### config.mk
export PLATFORM = sky130hd
export DESIGN_NAME = mem_access
export DESIGN_NICKNAME = d
export VERILOG_FILES = /design/src/rtl/mem_access_pkg.sv /design/src/rtl/mem_access_load_align.sv /design/src/rtl/mem_access.sv
export SDC_FILE = /design/constraint.sdc
export NUM_CORES = 1
export LEC_CHECK = 0
export CELL_PAD_IN_SITES_DETAIL_PLACEMENT = 1
export CELL_PAD_IN_SITES_GLOBAL_PLACEMENT = 1
export CORE_ASPECT_RATIO = 1.1
export CORE_MARGIN = 3
export CORE_UTILIZATION = 32
export CTS_BUF_LIST = sky130_fd_sc_hd__clkbuf_4 sky130_fd_sc_hd__clkbuf_8
export CTS_CLUSTER_DIAMETER = 120
export DETAILED_ROUTE_END_ITERATION = 8
export PLACE_DENSITY_LB_ADDON = 0.1
export RECOVER_POWER = 100
export SETUP_SLACK_MARGIN = 0.3
export SKIP_CTS_REPAIR_TIMING = 1
export SLEW_MARGIN = 20
export SYNTH_ARGS = -nofsm -noshare
export SYNTH_HDL_FRONTEND = slang
export SYNTH_SLANG_ARGS = --single-unit
### constraint.sdc
create_clock -name clk -period 4.4 [get_ports clk]
set_clock_uncertainty 0.1 [all_clocks]
set_input_delay 0.88 -clock clk [delete_from_list [all_inputs] [get_ports clk]]
set_output_delay 0.88 -clock clk [all_outputs]
set_load 0.01 [all_outputs]
### src/rtl/mem_access_pkg.sv
// Shared codes for the memory-access stage: funct3 width codes, writeback select codes, FSM states.
// Latency: n/a (types and constants only).
// Backpressure: n/a.
package mem_access_pkg;

    // funct3 width codes for loads and stores
    localparam logic [2:0] MW_B  = 3'b000;
    localparam logic [2:0] MW_H  = 3'b001;
    localparam logic [2:0] MW_W  = 3'b010;
    localparam logic [2:0] MW_BU = 3'b100;
    localparam logic [2:0] MW_HU = 3'b101;

    // writeback source select
    localparam logic [1:0] RS_EXEC = 2'b00;
    localparam logic [1:0] RS_LOAD = 2'b01;
    localparam logic [1:0] RS_PC   = 2'b10;

    typedef enum logic {
        ST_IDLE = 1'b0,
        ST_WAIT = 1'b1
    } state_e;

    typedef enum logic [1:0] {
        SZ_B = 2'd0,
        SZ_H = 2'd1,
        SZ_W = 2'd2
    } size_e;

    // Collapse signed/unsigned variants to an access size; unknown codes act as a full word.
    function automatic size_e width_size(input logic [2:0] w);
        case (w)
            MW_B, MW_BU: width_size = SZ_B;
            MW_H, MW_HU: width_size = SZ_H;
            default:     width_size = SZ_W;
        endcase
    endfunction

endpackage

### src/rtl/mem_access_load_align.sv
// Extracts the addressed byte/half/word from a read word and sign- or zero-extends it.
// Latency: purely combinational.
// Backpressure: none.
module load_align
    import mem_access_pkg::*;
#(
    parameter int XLEN = 32
) (
    input  logic [XLEN-1:0] rdata,
    input  logic [1:0]      lane,
    input  logic [2:0]      mem_width,
    output logic [XLEN-1:0] load_val
);

    logic [7:0]  byte_v;
    logic [15:0] half_v;

    // Select the lane and extend according to the width code
    always_comb begin
        byte_v = rdata[{lane, 3'b000} +: 8];
        half_v = rdata[{lane[1], 4'b0000} +: 16];
        case (mem_width)
            MW_B:    load_val = {{(XLEN-8){byte_v[7]}}, byte_v};
            MW_BU:   load_val = {{(XLEN-8){1'b0}}, byte_v};
            MW_H:    load_val = {{(XLEN-16){half_v[15]}}, half_v};
            MW_HU:   load_val = {{(XLEN-16){1'b0}}, half_v};
            default: load_val = rdata;
        endcase
    end

endmodule

### src/rtl/mem_access.sv
// Memory-access stage: issues registered dmem req/ack transactions and registers the writeback value.
// Latency: 1 cycle for non-memory ops, >=2 cycles for loads/stores (issue + ack in WAIT).
// Backpressure: stall held high from issue until the ack cycle; MEM_MISALIGN_CHECK_EN adds misaligned trap.
module mem_access
    import mem_access_pkg::*;
#(
    parameter int XLEN = 32
) (
    input  logic            clk,
    input  logic            rst_n,
    input  logic            rd_write_enable,
    input  logic [4:0]      rd_write_addr,
    input  logic [1:0]      res_src,
    input  logic            mem_write_enable,
    input  logic [2:0]      mem_width,
    input  logic [XLEN-1:0] exec_result,
    input  logic [XLEN-1:0] mem_write_data,
    input  logic [XLEN-1:0] next_pc,
    output logic [XLEN-1:0] mem_forward,
    output logic            stall,
    output logic            dmem_req,
    output logic            dmem_we,
    output logic [XLEN-1:0] dmem_addr,
    output logic [XLEN-1:0] dmem_wdata,
    output logic [3:0]      dmem_be,
    input  logic [XLEN-1:0] dmem_rdata,
    input  logic            dmem_ack,
    output logic            rd_write_enable_out,
    output logic [4:0]      rd_write_addr_out,
    output logic [XLEN-1:0] wb_data_out
`ifdef MEM_MISALIGN_CHECK_EN
    ,
    output logic            misaligned
`endif
);

    state_e          state_q, state_d;
    logic            dmem_req_q, dmem_req_d;
    logic            dmem_we_q, dmem_we_d;
    logic [XLEN-1:0] dmem_addr_q, dmem_addr_d;
    logic [XLEN-1:0] dmem_wdata_q, dmem_wdata_d;
    logic [3:0]      dmem_be_q, dmem_be_d;
    logic            rd_we_out_q, rd_we_out_d;
    logic [4:0]      rd_addr_out_q, rd_addr_out_d;
    logic [XLEN-1:0] wb_data_q, wb_data_d;

    logic [1:0]      lane;
    size_e           size;
    logic            mem_op;
    logic            misalign_op;
    logic            mem_go;
    logic [XLEN-1:0] load_val;
    logic [XLEN-1:0] st_wdata;
    logic [3:0]      st_be;
    logic [XLEN-1:0] wb_sel;

    assign lane        = exec_result[1:0];
    assign size        = width_size(mem_width);
    assign mem_op      = mem_write_enable | (res_src == RS_LOAD);
    assign mem_forward = exec_result;

`ifdef MEM_MISALIGN_CHECK_EN
    // Misaligned halves/words are trapped locally and never reach the bus
    assign misalign_op = mem_op & (((size == SZ_H) & lane[0]) | ((size == SZ_W) & (lane != 2'b00)));
`else
    assign misalign_op = 1'b0;
`endif

    assign mem_go = mem_op & ~misalign_op;
    assign stall  = mem_go & ~((state_q == ST_WAIT) & dmem_ack);

    load_align #(.XLEN(XLEN)) u_load_align (
        .rdata     (dmem_rdata),
        .lane      (lane),
        .mem_width (mem_width),
        .load_val  (load_val)
    );

    // Lane-replicate store data and derive byte enables (loads reuse the same enables)
    always_comb begin
        st_wdata = mem_write_data;
        st_be    = 4'b1111;
        case (size)
            SZ_B: begin
                st_wdata = {(XLEN/8){mem_write_data[7:0]}};
                st_be    = 4'b0001 << lane;
            end
            SZ_H: begin
                st_wdata = {(XLEN/16){mem_write_data[15:0]}};
                st_be    = 4'b0011 << {lane[1], 1'b0};
            end
            default: begin
                st_wdata = mem_write_data;
                st_be    = 4'b1111;
            end
        endcase
    end

    // Writeback source select; the unused code yields zero
    always_comb begin
        case (res_src)
            RS_EXEC: wb_sel = exec_result;
            RS_LOAD: wb_sel = load_val;
            RS_PC:   wb_sel = next_pc;
            default: wb_sel = '0;
        endcase
    end

    // Bus FSM next state: issue from IDLE, hold everything stable in WAIT until ack
    always_comb begin
        state_d      = state_q;
        dmem_req_d   = dmem_req_q;
        dmem_we_d    = dmem_we_q;
        dmem_addr_d  = dmem_addr_q;
        dmem_wdata_d = dmem_wdata_q;
        dmem_be_d    = dmem_be_q;
        case (state_q)
            ST_IDLE: begin
                if (mem_go) begin
                    state_d      = ST_WAIT;
                    dmem_req_d   = 1'b1;
                    dmem_we_d    = mem_write_enable;
                    dmem_addr_d  = {exec_result[XLEN-1:2], 2'b00};
                    dmem_wdata_d = st_wdata;
                    dmem_be_d    = st_be;
                end
            end
            ST_WAIT: begin
                if (dmem_ack) begin
                    state_d    = ST_IDLE;
                    dmem_req_d = 1'b0;
                end
            end
            default: state_d = ST_IDLE;
        endcase
    end

    // Writeback next state: bubble while stalled, suppress write on a trapped access
    always_comb begin
        rd_we_out_d   = 1'b0;
        rd_addr_out_d = rd_addr_out_q;
        wb_data_d     = wb_data_q;
        if (!stall) begin
            rd_addr_out_d = rd_write_addr;
            if (!misalign_op) begin
                rd_we_out_d = rd_write_enable;
                wb_data_d   = wb_sel;
            end
        end
    end

    // State and output registers with synchronous reset
    always_ff @(posedge clk) begin
        if (!rst_n) begin
            state_q       <= ST_IDLE;
            dmem_req_q    <= 1'b0;
            dmem_we_q     <= 1'b0;
            dmem_addr_q   <= '0;
            dmem_wdata_q  <= '0;
            dmem_be_q     <= 4'b0000;
            rd_we_out_q   <= 1'b0;
            rd_addr_out_q <= 5'd0;
            wb_data_q     <= '0;
        end else begin
            state_q       <= state_d;
            dmem_req_q    <= dmem_req_d;
            dmem_we_q     <= dmem_we_d;
            dmem_addr_q   <= dmem_addr_d;
            dmem_wdata_q  <= dmem_wdata_d;
            dmem_be_q     <= dmem_be_d;
            rd_we_out_q   <= rd_we_out_d;
            rd_addr_out_q <= rd_addr_out_d;
            wb_data_q     <= wb_data_d;
        end
    end

`ifdef MEM_MISALIGN_CHECK_EN
    logic misaligned_q, misaligned_d;

    assign misaligned_d = misalign_op;

    // One-cycle misaligned pulse, aligned with the writeback registers
    always_ff @(posedge clk) begin
        if (!rst_n) misaligned_q <= 1'b0;
        else        misaligned_q <= misaligned_d;
    end

    assign misaligned = misaligned_q;
`endif

    assign dmem_req            = dmem_req_q;
    assign dmem_we             = dmem_we_q;
    assign dmem_addr           = dmem_addr_q;
    assign dmem_wdata          = dmem_wdata_q;
    assign dmem_be             = dmem_be_q;
    assign rd_write_enable_out = rd_we_out_q;
    assign rd_write_addr_out   = rd_addr_out_q;
    assign wb_data_out         = wb_data_q;

endmodule

# Word-level counts from Yosys, hierarchy flattened
# Cells that the tools add are included.
[word_totals]
wordCells = 46
inputBits = 143
ff_bits = 107
[classes]
shift = 4
muxes = 11
n_reduce_logical = 8
eq_ne = 8
n_bitwise = 6
[ops]
columns = ["op", "n"]
rows = [
  ["$pmux 32 s4", 1],
  ["$pmux 32 s3", 1],
  ["$pmux 32 s2", 1],
  ["$shiftx 32x6->16", 1],
  ["$shiftx 32x6->8", 1],
  ["$pmux 4 s2", 1],
  ["$eq 3x3->1 const B", 2],
  ["$reduce_or 2->1", 3],
  ["$eq 2x1->1 const B", 2],
  ["$logic_not 2->1", 2],
  ["$mux 1", 4],
  ["$ne 2x2->1 const B", 2],
  ["$pmux 1 s2", 2],
  ["$pmux 2 s2", 1],
  ["$reduce_and 2->1", 2],
  ["$shl 1x2->4 const A", 1],
  ["$shl 2x2->4 const A", 1],
  ["$eq 3x1->1 const B", 1],
  ["$logic_not 3->1", 1],
  ["$not 1->1", 3],
  ["$and 1x1->1", 2],
  ["$eq 2x2->1 const B", 1],
  ["$or 1x1->1", 1],
]

# Depth between registers and ports, before layout
[depth]
ltp_word = 5
depth_mapped = 9
ltp_nobuf = 5

# Modules after synthesis
# From an unflattened synthesis, not the netlist that was laid out.
[hier_totals]
cells_unflattened = 765
area_unflattened_um2 = 5900.7
[modules_own_cells]
columns = ["mod", "seq_area_each_um2", "cells_per_inst", "area_each_um2", "n_inst"]
rows = [
  ["mem_access", 2142.1, 649, 5148.7, 1],
  ["load_align", 0.0, 116, 752.0, 1],
]

# Worst setup path after synthesis
# No wires, ideal clock.
[synth_path]
path_type = "input to output"
startpoint = "input port res_src[0]"
endpoint = "output port stall"
path_stages = 5
path_buffers = 2
arrival_ps = 1744
setup_slack_ps = 1676
cell_sequence = "buf_2 nor2b_1 o21ai_1 inv_2 buf_2"
[synth_between]
elab_chain_cells = 3
[synth_lines]
columns = ["item", "line_no", "text"]
rows = [
  ["from (decl)", "mem_access.sv:13", "input logic [1:0] res_src,"],
  ["$eq 2x1->1", "mem_access.sv:59", "assign mem_op = mem_write_enable | (res_src == RS_LOAD);"],
  ["$or 1x1->1", "mem_access.sv:59", ""],
  ["$and 1x1->1", "mem_access.sv:70", "assign stall = mem_go & ~((state_q == ST_WAIT) & dmem_ack);"],
  ["to (decl)", "mem_access.sv:20", "output logic stall,"],
]
# No other way between the ends.

# Worst setup path after layout
[layout_path]
startpoint = "input port mem_write_enable"
endpoint = "output port stall"
[layout_between]
elab_chain_cells = 2
[layout_lines]
columns = ["item", "line_no", "text"]
rows = [
  ["from (decl)", "mem_access.sv:14", "input logic mem_write_enable,"],
  ["$or 1x1->1", "mem_access.sv:59", ""],
  ["$and 1x1->1", "mem_access.sv:70", ""],
]
# No other way between the ends.

==> flow_summary.toml <==
[floorplanning]
die_w_um = 136
dieArea_um2 = 20200
io_pins = 284
rows = 51
initial_core_util_pct = 33.0
die_h_um = 149
coreArea_um2 = 18000

[yosys]
synth_seq_area_share_pct = 36.0
yosysTopAreaCellShare_pct = 36.0
syn_avg_cell_area_um2 = 8.20
ys_types = 45
ys.warnings.count = 0
synth_top_area_cell = "dfxtp_1"
async_flop_share_pct = 0
synth.area.top_cells = "dfxtp_1 (36%), nand2_1 (12%), mux2i_1 (8.4%), a21boi_1 (6.2%), buf_4 (4.5%)"
syn_inst = 725
synth_edf_count = 0
syn-cell-area_um2 = 5940
ys_ff_latch = 107
synth_ff_type = "dfxtp_1"

[power]
switching_share_pct = 30.0
power_switching_uw = 712
combPwrFrac_pct = 28.6
power.static_leakage_uw = 0.00369
cell_internal_pwr_uw = 1660
p_clk_share_pct = 26.1
power_density_nw_per_um2 = 273
ir_drop_uv = 175
seqPwrFrac_pct = 45.2

[placement]
gp_congestion = 0.795
io_buffers = 281
hpwlAfterDp_mm = 17.4
placed_cells = 1162

[cts]
cts-root-buf = "clkbuf_8"
clk_latency_ns = 0.37
path_clk_slew_ns = 0.09
cts_buffers = 9
numClockSinks = 107
h-tree-depth = 3
cts_tree = "built"
clk_path_buf_depth = 2

[setup_path]
cp.buffers_inverters = 4
cp_slowest_cell = "dlygate4sd3_1"
rr_worst_depth = 7
critical_path_arrival_ns = 2.81
critPathLaunchType = "input pin"
criticalPathCategory = "input pin to output port"
critPathTopFamily = "buffers and inverters"
worstPathRequired_ns = 3.42
r2r-end = "wb_data_out[7]"
reg2reg_slack_ns = 1.70
r2r_start = "state_q"
path_cells = "dlygate4sd3_1, o21ai_0, clkbuf_1, clkinv_1, clkdlybuf4s50_1"
crit_path_end_kind = "output port"
cpPeakStageDelay_ns = 0.59
path_max_fanout = 7

[finish]
instances_no_fill = 1178
syn_to_final_growth_pct = 46.4
final_common_cell = "nand2_1"
nFillCells = 2140
fin_nets = 1078
drive_gt1_share_pct = 5.96
mostFrequentLayoutCells = "nand2_1 (188), dlygate4sd3_1 (141), clkdlybuf4s50_1 (135)"

[min_path]
hold_depth = 2
min_from = "wb_data_out[2]"
worstHoldEndpoint = "wb_data_out[2]"
worstHoldPathType = "register to register"

[sta]
drv_slew = 23
worst_slew_pin_slew_ns = 1.82
min_period_over_period_pct = 86.1
max_freq_mhz = 264
setup_violations = 0
grt_setup_unrepaired = "false"
tns_ns = 0
hold_viol_final = 0
hold_ws_ns = 0.368
slew_headroom_pct = -21.6
period_needed_ns = 3.79

[detailed_routing]
routedWlPerCell_um = 19.3
drc_errors = 0
firstDrtPassIters = 4
drt-total-wl_mm = 22.7
viasPerCell = 5.08
ant_nets = 0
first_iter_violations = 240
vias = 5982

[global_route]
grt_first_pass_wirelength_mm = 34.9
grt_overflow = 0
grt_pass1_vias = 6428
grt_max_degree = 99
antenna_found_initial = 2
grt_usage_pct = 22.0

[outcome]
status = "complete, but fails checks"
violations = "max-capacitance violations, max-slew violations"

[flow_run]
drv_cap = 1
-- state kept, by name (all words and copies together) (netlist names) --
| register | flops |
|---|---|
| dmem_be | 4 |
| rd_write_enable_out | 1 |
| wb_data_out | 32 |
| state_q | 1 |
| rd_write_addr_out | 5 |
| dmem_req | 1 |
| dmem_addr | 30 |
| dmem_wdata | 32 |
| dmem_we | 1 |
-- power groups by stage --
stage	clock [µW]	sequential [µW]	combinational [µW]
2_1_floorplan	0	1130	318
3_3_place_gp	0	1100	719
3_5_place_dp	0	1100	733
4_1_cts	645	1080	736
5_1_grt	679	1080	744
6_report	621	1070	680
-- synth_stat cells (6+ instances only) --
cell type / count
nand2_1: 187
o21ai_2: 10
nand2b_1: 9
dfxtp_1: 107
a221oi_2: 6
buf_2: 26
o22ai_1: 18
a22oi_1: 7
a21oi_1: 10
a21boi_0: 15
a21boi_2: 10
nor2_1: 26
a211o_1: 7
nor2b_1: 8
a21boi_1: 49
mux2i_1: 50
o221ai_1: 7
o21ai_0: 23
clkbuf_1: 25
o211a_1: 17
nand3_1: 9
inv_1: 9
buf_4: 36
mux2_2: 7
o21ai_1: 16
-- tightest hold or removal path: cells and delay by family, from the launching register on --
family / cells / cell delay, ns
and+or+nand+nor: 1 / 0.05
DFF: 1 / 0.32
AOI/OAI and AO/OA: 1 / 0.06
-- layout make-up --
| cell class | instances | area, µm² | share of cell area [%] |
|---|---|---|---|
| clock buffers | 11 | 145 | 1.67 |
| flip-flops and latches | 107 | 2140 | 24.6 |
| multi-input cells | 516 | 3160 | 36.3 |
| diodes | 1 | 2.50 | 0.0287 |
| clock inverters | 4 | 51.3 | 0.589 |
| repair buffers | 291 | 2870 | 32.9 |
| well taps | 238 | 298 | 3.42 |
| inverters | 10 | 37.5 | 0.431 |
-- kinds of logic (layout without fill, tap and decap cells) --
family / after synthesis / count (layout) / synth area share (%)
AOI/OAI and AO/OA: 201 / 201 / 26.1
and+or+nand+nor: 255 / 255 / 17.8
buffers and inverters: 103 / 316 / 9.85
other: 1 / 3 / 0.0631
muxes: 58 / 58 / 10.1
DFF: 107 / 107 / 36.0
-- how the worst max path moves through the flow --
stage,slack [ns],start,cells past startpoint,to
after CTS,1.06,dmem_ack,6,stall
after floorplan,1.68,res_src[0],5,stall
after detailed placement,1.06,dmem_ack,6,stall
after global placement,1.09,dmem_ack,6,stall
final,0.61,mem_write_enable,5,stall
after global routing,0.50,dmem_ack,6,stall
-- per-layer routing --
layer | GRT usage, % | routed length (µm)
met3 | 5.53 | 1600
met4 | 8.11 | 649
met5 | 0 | 13
met1 | 27.0 | 9410
met2 | 37.3 | 11000
-- metrics by stage --
stage	total power [µW]	worst slack [ns]	instance area [µm²]	utilization (%)
after global routing	2510	0.501	8700	48.4
after detailed placement	1830	1.06	8580	47.7
after CTS	2460	1.06	8780	48.8
after global placement	1810	1.09	8580	47.7
after floorplan	1450	1.68	5950	-
final	2370	0.613	8700	48.4
Power figures use the tool's default switching activity.
==> RTL edit 1: new RTL, config.mk and constraints unchanged <==
Add a define of `MEM_MISALIGN_CHECK_EN`.
--- a/src/rtl/mem_access.sv
+++ b/src/rtl/mem_access.sv
@@ -1,6 +1,8 @@
 // Memory-access stage: issues registered dmem req/ack transactions and registers the writeback value.
 // Latency: 1 cycle for non-memory ops, >=2 cycles for loads/stores (issue + ack in WAIT).
 // Backpressure: stall held high from issue until the ack cycle; MEM_MISALIGN_CHECK_EN adds misaligned trap.
+`define MEM_MISALIGN_CHECK_EN
+
 module mem_access
     import mem_access_pkg::*;
 #(
Behaviour (old outputs only; new: misaligned): not the same (a bounded check fails within 4 cycles, from zero or initial values and one cycle with rst_n low).
==> RTL edit 1 against the unedited design <==
Count of clock-buffer cells in the layout decreased by 1; first-iteration DRC count rose by 31%; routed wire length rose by 11%; total power up 5.7%; cell area increased by 0.23%; non-clock buffer count increased by 5; sequential cell count rose by 1; critical path depth down 1; worst setup slack got worse by 200 ps; synthesized cell count up 0.97%; via count up 3.9%; area after synthesis increased by 0.72%; critical path type unchanged.
==> RTL edit 1: results (changes against the unedited design) <==
Yosys
By area the synthesized netlist is led by dfxtp_1, mux2i_1, nand2_1, a21oi_1, buf_4. By count the netlist is led by nand2_1, dfxtp_1, a21oi_1. The number of distinct library cells after synthesis is 51 (+13%). The count of yosys warnings during synthesis came to 0 (unchanged).

The share of synthesized area occupied by flip-flops and latches came to 36.1% (+0.078 points).

Setup path
The endpoint arrival time on the critical path came to 3010 ps (+200 ps). The maximum net fanout on the critical path came to 6 (-1). The category of the most critical setup path is primary input to primary output. The slack of the worst reg-to-reg path came to 2120 ps (+420 ps). The number of cells on the worst reg-to-reg path is 5 (-2). The worst register-to-register path ends at dmem_wdata[31]$_SDFFE_PN0P_. In this run the worst setup path terminates at stall.

Final layout
The share of layout cells above drive strength 1 is 4.87% (-1.1 points). The number of nets in the final layout is 1083 (+0.46%). The number of antenna cells inserted is 0 (-1).

Global route
The via count of the first global-routing pass came to 6585 (+2.4%). The number of antenna violations at the first check in global routing is 1 (-1). The maximum number of pins on one net before global-route repair is 63 (-36%). The combined global-route utilization of all metal layers came to 24.2% (+2.2 points). The wire length of the first global-routing pass is 38200 µm (+9.3%).

CTS
The clock reaches the later pin of the worst-skew pair after 380 ps. The maximum root-to-sink buffer count is 2 (unchanged). The number of buffers created by CTS came to 9 (unchanged). The clock transition at the registers of the reported paths was 120 ps (+30 ps).

Route
The number of design-rule violations left by the first detailed-router iteration is 314 (+31%). The first-pass iteration count of the detailed router is 5 (+1). The total length of routed wires was 25300 µm (+11%). The number of vias per cell after detailed routing is 5.25 (+3.4%).

Placement
The sum of net half-perimeters after detailed placement is 19700 µm (+13%). The routability-driven placement congestion ratio came to 0.864 (+8.8%). The number of buffer cells added on primary ports is 282 (+0.36%).

Power
The peak supply drop was 0.138 mV (-21%). The leakage power is 3.53 nW (-4.3%).

Status
The flow ran to the end, and the final reports show no timing, DRC or antenna violations.

Timing
The slew at the pin closest to its max-slew limit was 961 ps (-856 ps).
[RTL edit 1: kinds of logic after synthesis]
family / synth area share, %
AND/OR/NAND/NOR: 15.9
multiplexers: 10.9
other: 0.0626
AO/OA/AOI/OAI: 26.0
flip-flops: 36.1
buffers and inverters: 11.0
[RTL edit 1: report_power, final]
part           switching, W  internal [W]  leakage (nW)
clock              0.000386      0.000349         0.122
combinational      0.000365      0.000332          2.53
sequential        0.0000345       0.00104         0.885
total              0.000785       0.00172          3.53
[RTL edit 1: critical path, stage by stage]
cell and delay, ps:
dlygate4sd3_1 670, o2111ai_1 840, inv_1 100, clkdlybuf4s50_1 520
[RTL edit 1: cell type report]
cell class	instances	area, µm²
Clock buffer	10	138
Clock inverter	6	105
Fill cell	2147	9330
Inverter	10	38.8
Multi-Input combinational cell	515	3090
Sequential cell	108	2160
Tap cell	238	298
Timing Repair Buffer	296	2900
[RTL edit 1: routing by layer]
layer	up-vias	part of all wire, %	GRT usage, %
li1	2967	-	-
met2	228	50	41.6
met5	-	0.032	0
met1	2977	41	29.1
met4	2	2.9	9.17
met3	39	6.7	5.92
[RTL edit 1: metrics by stage]
step	hold slack [ps]	instance area, µm²	setup WS [ps]	total power (W)	instances
final	358	8720	413	0.00251	1183
after global routing	388	8720	328	0.00265	1183
after CTS	364	8860	681	0.00260	1183
after detailed placement	346	8610	699	0.00185	1167
after global placement	343	8610	701	0.00183	1167
after floorplan	371	5990	1730	0.00146	733
[RTL edit 1: worst min-delay path by stage]
| stage | depth (start not counted) | slack, ps | from | to |
|---|---|---|---|---|
| 2_1_floorplan | 2 | 370 | state_q$_SDFF_PN0_ | state_q$_SDFF_PN0_ |
| 3_3_place_gp | 2 | 340 | dmem_addr[18]$_SDFFE_PN0P_ | dmem_addr[18]$_SDFFE_PN0P_ |
| 3_5_place_dp | 2 | 350 | dmem_wdata[4]$_SDFFE_PN0P_ | dmem_wdata[4]$_SDFFE_PN0P_ |
| 4_1_cts | 2 | 360 | dmem_wdata[4]$_SDFFE_PN0P_ | dmem_wdata[4]$_SDFFE_PN0P_ |
| 5_1_grt | 2 | 390 | dmem_wdata[2]$_SDFFE_PN0P_ | dmem_wdata[2]$_SDFFE_PN0P_ |
| 6_report | 2 | 360 | dmem_wdata[4]$_SDFFE_PN0P_ | dmem_wdata[4]$_SDFFE_PN0P_ |
==> RTL edit 2: new RTL, config.mk and constraints unchanged <==
Made on the original files. Take the reset off `dmem_addr_q` and load it in a clocked block of its own.
--- a/src/rtl/mem_access.sv
+++ b/src/rtl/mem_access.sv
@@ -155,7 +155,6 @@
             state_q       <= ST_IDLE;
             dmem_req_q    <= 1'b0;
             dmem_we_q     <= 1'b0;
-            dmem_addr_q   <= '0;
             dmem_wdata_q  <= '0;
             dmem_be_q     <= 4'b0000;
             rd_we_out_q   <= 1'b0;
@@ -165,13 +164,16 @@
             state_q       <= state_d;
             dmem_req_q    <= dmem_req_d;
             dmem_we_q     <= dmem_we_d;
-            dmem_addr_q   <= dmem_addr_d;
             dmem_wdata_q  <= dmem_wdata_d;
             dmem_be_q     <= dmem_be_d;
             rd_we_out_q   <= rd_we_out_d;
             rd_addr_out_q <= rd_addr_out_d;
             wb_data_q     <= wb_data_d;
         end
+    end
+
+    always_ff @(posedge clk) begin
+        dmem_addr_q <= dmem_addr_d;
     end
 
 `ifdef MEM_MISALIGN_CHECK_EN
Check against the original RTL: not equivalent (Yosys sat finds a counterexample within 4 cycles, from zero or initial values and one cycle with rst_n low).
==> RTL edit 2 against the unedited design <==
The flow still finishes with violations (capacitance limit, slew limit); critical path depth is 1 higher; cell area is 2.0% lower; area after synthesis is 3.0% lower; worst setup slack better by 170 ps; routed wire length hardly changed; sequential power is 5% higher; sequential cell count stayed put; via count is 8.3% lower; total power is 1.2% lower.
==> RTL edit 2: results (changes against the unedited design) <==
Run
The number of max-capacitance violations reported is 2 (+1).

Setup path
The number of buffers and inverters on the critical path is 3 (-1). The destination of the worst register-to-register timing path is dmem_wdata[8]$_SDFFE_PN0P_. The setup path with the least slack is of type primary input to flip-flop.

The cell with the biggest individual delay on the critical path is or2_0. The endpoint arrival time on the critical path is 3770 ps (+960 ps). The dominant delay contributor by cell family on the critical path is simple AND/OR/NAND/NOR gates. The maximum net fanout on the critical path is 40 (+33).

The longest individual stage delay on the worst path was 1050 ps (+460 ps). The number of cells on the worst reg-to-reg path was 4 (-3).

Route
The wire length on met2 is 11500 µm (+4.1%). The number of design-rule violations left by the first detailed-router iteration is 231 (-3.8%). The highest metal layer with signal wires is met4.

The number of vias per cell after detailed routing is 5.07 (-0.19%). The met3 wire length was 1770 µm (+11%). The wire length on met1 is 8870 µm (-5.8%).

The total length of routed wires is 22700 µm (about the same).

Global route
The number of antenna violations at the first check in global routing came to 0 (-2). The via count of the first global-routing pass was 5927 (-7.8%). The met3 track utilization from global routing came to 6.51% (+0.97 points). The combined global-route utilization of all metal layers is 22.4% (+0.41 points). The global-route met2 utilization is 40.2% (+2.9 points). The met1 routing resource usage after global routing is 25.4% (-1.6 points). The wire length of the first global-routing pass is 34500 µm (-1.1%). The maximum number of pins on one net before global-route repair was 48 (-52%).

Status
The flow ran to the end, but the final reports show violations. The final reports fail on capacitance limit, slew limit.

Yosys
By area the synthesized netlist is led by dfxtp_1, edfxtp_1, mux2i_1, nand2_1, buf_4. The number of enable-type register cells in the synthesized netlist came to 30 (+30). The average size of a mapped cell is 9.23 µm² (+13%). The number of distinct library cells after synthesis is 48 (+6.7%). By count the netlist is led by nand2_1, dfxtp_1, mux2i_1.

The share of synthesized area occupied by flip-flops and latches was 42.3% (+6.3 points).

Placement
The area after detailed placement is 0.00841 mm² (-2.0%). The worst setup slack before clock tree synthesis came to 1020 ps (-38.1 ps). The sum of net half-perimeters after detailed placement was 17600 µm (+0.94%). The routability-driven placement congestion ratio is 0.796 (+0.19%).

Timing
The worst slack on hold paths is 358 ps (-9.43 ps). The max-slew violation count is 69 (+200%). The slew at the pin closest to its max-slew limit came to 1940 ps (+124 ps).

The time the final worst path needs with I/O delays and setup was 3610 ps (-175 ps).

Power
The leakage power is 3.53 nW (-4.2%). The peak supply drop is 0.138 mV (-21%).

Final layout
The register area is 0.00244 mm² (+14%). The number of nets in the final layout came to 986 (-8.5%). The final standard cell count with taps included and fillers excluded is 1082 (-8.1%). The number of antenna cells inserted is 0 (-1). The layout filler cell count is 2004 (-6.4%).
## RTL edit 2: changes by cell type in the layout (fill, tap and decap cells not counted), sizes merged, moves of 2 or more
cell	change
nand2	-60
edfxtp	+30
clkbuf	+4
inv	+2
nor2	-2
dfxtp	-30
a21boi	-30
buf	-4
dlygate4sd3	+28
clkdlybuf4s50	-28
## RTL edit 2: how the worst min path moves through the flow
stage / from / endpoint
4_1_cts: dmem_wdata[1]$_SDFFE_PN0P_ / dmem_wdata[1]$_SDFFE_PN0P_
3_5_place_dp: dmem_wdata[26]$_SDFFE_PN0P_ / dmem_wdata[26]$_SDFFE_PN0P_
3_3_place_gp: wb_data_out[16]$_SDFFE_PN0N_ / wb_data_out[16]$_SDFFE_PN0N_
2_1_floorplan: state_q$_SDFF_PN0_ / state_q$_SDFF_PN0_
6_report: dmem_wdata[24]$_SDFFE_PN0P_ / dmem_wdata[24]$_SDFFE_PN0P_
5_1_grt: wb_data_out[31]$_SDFFE_PN0N_ / wb_data_out[31]$_SDFFE_PN0N_
## RTL edit 2: area by class of cell
class                           count  share of cell area (%)
Clock inverter                      4                   0.323
Timing Repair Buffer              290                    33.3
Tap cell                          234                    3.43
Sequential cell                   107                    28.6
Clock buffer                       12                    1.72
Multi-Input combinational cell    424                    32.1
Inverter                           11                   0.484
## RTL edit 2: cell families (layout without fill, tap and decap cells)
group           count (synthesis)  in the layout  share of synthesized area [%]
other cells                     1              2                         0.0650
buf+inv                        95            317                           9.67
mux                            58             58                           10.4
compound gates                173            173                           23.3
flops                         107            107                           42.3
simple gates                  191            191                           14.2
## RTL edit 2: where the power goes
part           total [W]  switching, W  internal (W)
clock network   0.000580      0.000354      0.000226
logic           0.000646      0.000323      0.000323
registers        0.00112     0.0000302       0.00109
